$ cat src/rtl/store_queue.sv
// store_queue: decodes RISC-V SB/SH/SW, lane-replicates write data, builds the
// byte-write mask, and issues legal stores to memory in order from a small
// circular queue. Also flags loads that target a word still waiting in the queue.
module store_queue #(
    parameter int DEPTH = 2
) (
    input  logic        clk,
    input  logic        rst,
    input  logic        in_valid,
    output logic        in_ready,
    input  logic [31:0] inst,
    input  logic [31:0] addr,
    input  logic [31:0] data,
    output logic        mem_valid,
    input  logic        mem_ready,
    output logic [31:0] mem_addr,
    output logic [31:0] mem_wdata,
    output logic [3:0]  mem_wbe,
    input  logic [31:0] chk_addr,
    output logic        hazard,
    output logic        empty,
    output logic        err,
    output logic [31:0] err_addr
);

    localparam int AW = $clog2(DEPTH);
    localparam int PW = AW + 1;

    logic [PW-1:0]    wr_ptr_r;
    logic [PW-1:0]    rd_ptr_r;
    logic [PW-1:0]    count_s;
    logic [31:0]      addr_q_r  [DEPTH];
    logic [31:0]      wdata_q_r [DEPTH];
    logic [3:0]       wbe_q_r   [DEPTH];
    logic             full_s;
    logic             empty_s;
    logic             accept_s;
    logic             is_store_s;
    logic             bad_s;
    logic             push_s;
    logic             pop_s;
    logic             err_set_s;
    logic [3:0]       wbe_s;
    logic [31:0]      wdata_s;
    logic [DEPTH-1:0] match_s;
    logic             err_r;
    logic [31:0]      err_addr_r;
    logic             unused_s;

    // Instruction fields other than opcode/func3 and the low check-address bits are not needed.
    assign unused_s = ^{inst[31:15], inst[11:7], chk_addr[1:0]};

    // The pointer MSB distinguishes a full queue from an empty one with equal low bits.
    assign empty_s    = (wr_ptr_r == rd_ptr_r);
    assign full_s     = (wr_ptr_r[AW] != rd_ptr_r[AW]) &&
                        (wr_ptr_r[AW-1:0] == rd_ptr_r[AW-1:0]);
    assign count_s    = wr_ptr_r - rd_ptr_r;
    assign in_ready   = !full_s && !rst;
    assign accept_s   = in_valid && in_ready;
    assign is_store_s = (inst[6:0] == 7'h23);
    assign push_s     = accept_s && is_store_s && !bad_s;
    assign err_set_s  = accept_s && is_store_s && bad_s;
    assign pop_s      = !empty_s && mem_ready;

    // Store-width decode: lane mask, replicated data and alignment/legality check.
    always_comb begin
        wbe_s   = 4'b0000;
        wdata_s = 32'h0000_0000;
        bad_s   = 1'b0;
        case (inst[14:12])
            3'b000: begin
                wbe_s   = 4'b0001 << addr[1:0];
                wdata_s = {4{data[7:0]}};
            end
            3'b001: begin
                wbe_s   = addr[1] ? 4'b1100 : 4'b0011;
                wdata_s = {2{data[15:0]}};
                bad_s   = addr[0];
            end
            3'b010: begin
                wbe_s   = 4'b1111;
                wdata_s = data;
                bad_s   = (addr[1:0] != 2'b00);
            end
            default: begin
                bad_s   = 1'b1;
            end
        endcase
    end

    // Read/write pointers; power-of-two depth makes the natural wrap modulo 2*DEPTH.
    always_ff @(posedge clk) begin
        if (rst) begin
            wr_ptr_r <= {PW{1'b0}};
            rd_ptr_r <= {PW{1'b0}};
        end else begin
            if (push_s) begin
                wr_ptr_r <= wr_ptr_r + PW'(1);
            end else begin
                wr_ptr_r <= wr_ptr_r;
            end
            if (pop_s) begin
                rd_ptr_r <= rd_ptr_r + PW'(1);
            end else begin
                rd_ptr_r <= rd_ptr_r;
            end
        end
    end

    // Entry storage; contents are only meaningful while the slot is occupied, so no reset.
    always_ff @(posedge clk) begin
        if (push_s) begin
            addr_q_r[wr_ptr_r[AW-1:0]]  <= {addr[31:2], 2'b00};
            wdata_q_r[wr_ptr_r[AW-1:0]] <= wdata_s;
            wbe_q_r[wr_ptr_r[AW-1:0]]   <= wbe_s;
        end
    end

    // Error pulse and sticky address of the most recent rejected store.
    always_ff @(posedge clk) begin
        if (rst) begin
            err_r      <= 1'b0;
            err_addr_r <= 32'h0000_0000;
        end else begin
            err_r <= err_set_s;
            if (err_set_s) begin
                err_addr_r <= addr;
            end else begin
                err_addr_r <= err_addr_r;
            end
        end
    end

    // Word-address match against every occupied slot (slot offset from head below count).
    always_comb begin
        logic [AW-1:0] off_v;
        off_v   = {AW{1'b0}};
        match_s = {DEPTH{1'b0}};
        for (int i = 0; i < DEPTH; i++) begin
            off_v      = AW'(i) - rd_ptr_r[AW-1:0];
            match_s[i] = ({1'b0, off_v} < count_s) &&
                         (addr_q_r[i][31:2] == chk_addr[31:2]);
        end
    end

    assign mem_valid = !empty_s;
    assign mem_addr  = addr_q_r[rd_ptr_r[AW-1:0]];
    assign mem_wdata = wdata_q_r[rd_ptr_r[AW-1:0]];
    assign mem_wbe   = wbe_q_r[rd_ptr_r[AW-1:0]];
    assign empty     = empty_s;
    assign hazard    = |match_s;
    assign err       = err_r;
    assign err_addr  = err_addr_r;

endmodule

$ cat config.mk
export PLATFORM = sky130hd
export DESIGN_NAME = store_queue
export DESIGN_NICKNAME = d
export VERILOG_FILES = /design/src/rtl/store_queue.sv
export SDC_FILE = /design/constraint.sdc
export NUM_CORES = 1
export LEC_CHECK = 0
export CORE_MARGIN = 2
export CORE_UTILIZATION = 30
export CTS_CLUSTER_DIAMETER = 200
export DETAILED_ROUTE_END_ITERATION = 12
export GPL_TIMING_DRIVEN = 0
export SYNTH_ARGS = -nofsm -noshare
export SYNTH_HDL_FRONTEND = slang
export SYNTH_SLANG_ARGS = --single-unit
export TNS_END_PERCENT = 10
$ cat constraint.sdc
create_clock -name clk -period 5.9 [get_ports clk]
set_input_delay 0.885 -clock clk [delete_from_list [all_inputs] [get_ports clk]]
set_output_delay 0.885 -clock clk [all_outputs]
set_load 0.1 [all_outputs]
==> flow_summary_export.csv <==
group,metric,value,unit
route,routed_wl,21900,um
synthesis,synthCells,585,
placement,dp.cells,1121,
clock_network,cts_buffers,17,
sta,slew_headroom,0.291,
synthesis,post_synth_num_cell_types,32,
clock_network,clock-sinks,170,
placement,hpwl,16300,um
die,placement_rows,57,
clock_network,clockBufferDepth,2,
sta,fin_skew,0.00793,ns
final_layout,fillCellCount,2291,
global_routing,grt_usage,0.168,
final_layout,final_cells,1153,
worst_setup_path,cp.arrival,3.68,ns
run_status,outcome,"finished clean",
sta,rsz0062_at_grt,"no",
synthesis,ys.warnings.count,0,
clock_network,cts_tree,"yes",
clock_network,clk_pin_slew,0.07,ns
final_layout,final_nets,951,
synthesis,async_flop_share,0,
global_routing,grtUsageMet3,0.0501,
final_layout,final_cell_area,10600,um2
final_layout,drive_above_1_share,0.140,
die,io_pins,237,
synthesis,synth_enable_flop_cells,132,
worst_setup_path,path_class,"input port to output port",
route,ant_nets,0,
placement,placed_area,9990,um2
global_routing,grt_max_degree,37,
placement,io_buffers,208,
die,start_util,0.305,
synthesis,ys_ff_latch,170,
pwr,pwr-share-comb,0.071,
synthesis,synth.avg_cell_area,12.7,um2
global_routing,use_met1,0.209,
sta,setup_viol,0,
global_routing,met2_usage,0.285,
pwr,p_sw_frac,0.239,
die,dieArea,26000,um2
clock_network,clock-root-buffer,"clkbuf_16",
clock_network,post_cts_resized,0,
worst_setup_path,start_kind,"input port",
global_routing,gr-total-overflow,0,
worst_setup_path,endpoint_kind,"output port",
route,drtIter0Drc,214,
synthesis,synth_seq_area_share,0.636,
synthesis,ys.flop_type,"edfxtp_1",
pwr,p_per_area,243,nW/um2
clock_network,cts_hold_buffers,0,
pwr,p_int,0.00195,W
placement,place_congestion,0.880,
final_layout,layout-area-overhead-vs-synth,42.3,%
synthesis,netlist_area,7420,um2
global_routing,grt_antenna_before_repair,0,
sta,fin_crit,4.56,ns
worst_setup_path,cp.required,5.02,ns
pwr,ir_drop,0.163,mV
sta,fin_crit_sh,0.773,
route,firstDrtPassIters,4,
run,cap_violations,0,
sta,worstMarginPinSlew,1.06,ns
sta,slew_viol_final,0,
sta,hold_viol_final,0,
final_layout,antenna_cells,0,
placement,dp_slack,1.35,ns
route,drc,0,
clock_network,clk_latency,0.43,ns
global_routing,first_global_vias,5418,
pwr,p_sw,0.000614,W
route,wl_per_cell,19.0,um
pwr,power_frac_clock,0.427,
final_layout,multi_input_area,2530,um2
route,vias_per_cell,4.60,
route,via_count,5307,
die,die_x,161,um
sta,fin_ws,1.34,ns
sta,fmax,0.219,GHz
clock_network,cts_max_level,4,
global_routing,grt_pass1_wl,32300,um
die,die_h,161,um
global_routing,grt_busiest_layer,"met2",
worst_setup_path,cp_max_fo,2,
pwr,p_leak,3.49,nW
min_path,hold_class,"register to register",
clock_network,post-cts-setup-buffers,0,
pwr,pwr-share-seq,0.502,
die,fp.coreArea,24300,um2
final_layout,regArea,4720,um2
==> placed cells by master (no fill, tap or decap), drive strengths merged, types with 6 or more instances in the layout <==
cell	synthesis	layout
clkdlybuf4s50	0	208
edfxtp	132	132
nand2	79	79
a21oi	72	72
mux2	66	66
xor2	44	44
clkbuf	21	40
nor2	39	39
dfxtp	38	38
xnor2	21	21
inv	7	12
buf	9	12
nor4	11	11
and2	8	8
nand4	7	7
nor2b	6	6
clkinv	1	6
==> cell type report <==
cell class / count / share of cell area
sequential: 170 / 0.447
multi-input combinational: 378 / 0.240
timing repair buffer: 211 / 0.203
clock buffer: 19 / 0.0419
tap: 324 / 0.0384
buffer: 30 / 0.0140
clock inverter: 13 / 0.0128
inverter: 8 / 0.00320
==> kinds of logic (layout without fill, tap and decap cells) <==
logic type / after synthesis / after routing / share of synthesized area
mux: 66 / 66 / 0.100
fa+ha+maj: 3 / 3 / 0.00506
flops: 170 / 170 / 0.636
xor+xnor: 65 / 65 / 0.0767
other cells: 1 / 2 / 0.000505
simple gates: 162 / 162 / 0.0977
compound gates: 80 / 80 / 0.0595
buf+inv: 38 / 281 / 0.0241
==> power groups by stage <==
stage               clock network [W]  registers [W]  logic [W]
floorplan                           0        0.00132  0.0000688
global placement                    0        0.00131   0.000182
detailed placement                  0        0.00131   0.000183
CTS                           0.00112        0.00129   0.000184
global route                  0.00117        0.00129   0.000197
finish                        0.00109        0.00129   0.000183
==> cells in the mapped netlist (3+ instances only) <==
master | n | area share
edfxtp_1 | 132 | 0.53
nand2_1 | 78 | 0.039
a21oi_1 | 72 | 0.049
mux2_2 | 66 | 0.10
xor2_1 | 44 | 0.052
nor2_1 | 39 | 0.020
dfxtp_1 | 38 | 0.10
clkbuf_1 | 21 | 0.011
xnor2_1 | 21 | 0.025
nor4_1 | 11 | 0.0093
and2_1 | 8 | 0.0067
inv_1 | 7 | 0.0035
nand4_1 | 7 | 0.0059
nor2b_1 | 6 | 0.0051
nand2b_1 | 5 | 0.0042
buf_2 | 4 | 0.0027
buf_6 | 3 | 0.0045
ha_1 | 3 | 0.0051
o21a_1 | 3 | 0.0030
==> path summary, 6_finish.rpt <==
path / to / startpoint / slack (ns) / cells past startpoint
hold reg to reg: err_addr[6]$_SDFFE_PP0P_ / err_addr[6]$_SDFFE_PP0P_ / 0.45 / 2
setup reg to reg: wbe_q_r[1][2]$_DFFE_PP_ / wr_ptr_r[0]$_SDFFE_PP0N_ / 3.27 / 6
setup / recovery: hazard / chk_addr[10] / 1.34 / 6
hold / removal: err_addr[6]$_SDFFE_PP0P_ / err_addr[6]$_SDFFE_PP0P_ / 0.45 / 2
==> flip-flops by register name, summed over array words and instances, names as in the netlist, named ones only <==
register   cells
addr_q_r      60
wr_ptr_r       2
err_addr      32
wdata_q_r     64
err            1
wbe_q_r        8
rd_ptr_r       2
==> through the flow <==
stage	total power, W	setup TNS, ns	hold WS, ns	utilization
floorplan	0.00139	0	0.498	-
global placement	0.00150	-104.73	0.442	0.408
detailed placement	0.00150	0	0.446	0.411
CTS	0.00259	0	0.456	0.434
global route	0.00265	0	0.470	0.434
finish	0.00257	0	0.453	0.434
==> worst max-delay path: stages <==
cell and delay, ns:
clkdlybuf4s50_1 0.46, xor2_1 0.16, nor4_1 0.63, nand4_1 0.16
o21ai_0 0.20, clkdlybuf4s50_1 1.18
==> metal layers <==
metal | share of wire | up-vias
li1 | - | 2534
met1 | 0.43 | 2567
met2 | 0.49 | 194
met3 | 0.076 | 12
met4 | 0.0078 | 0
met5 | 0 | -
No activity file was read; power rests on OpenSTA's default activity.
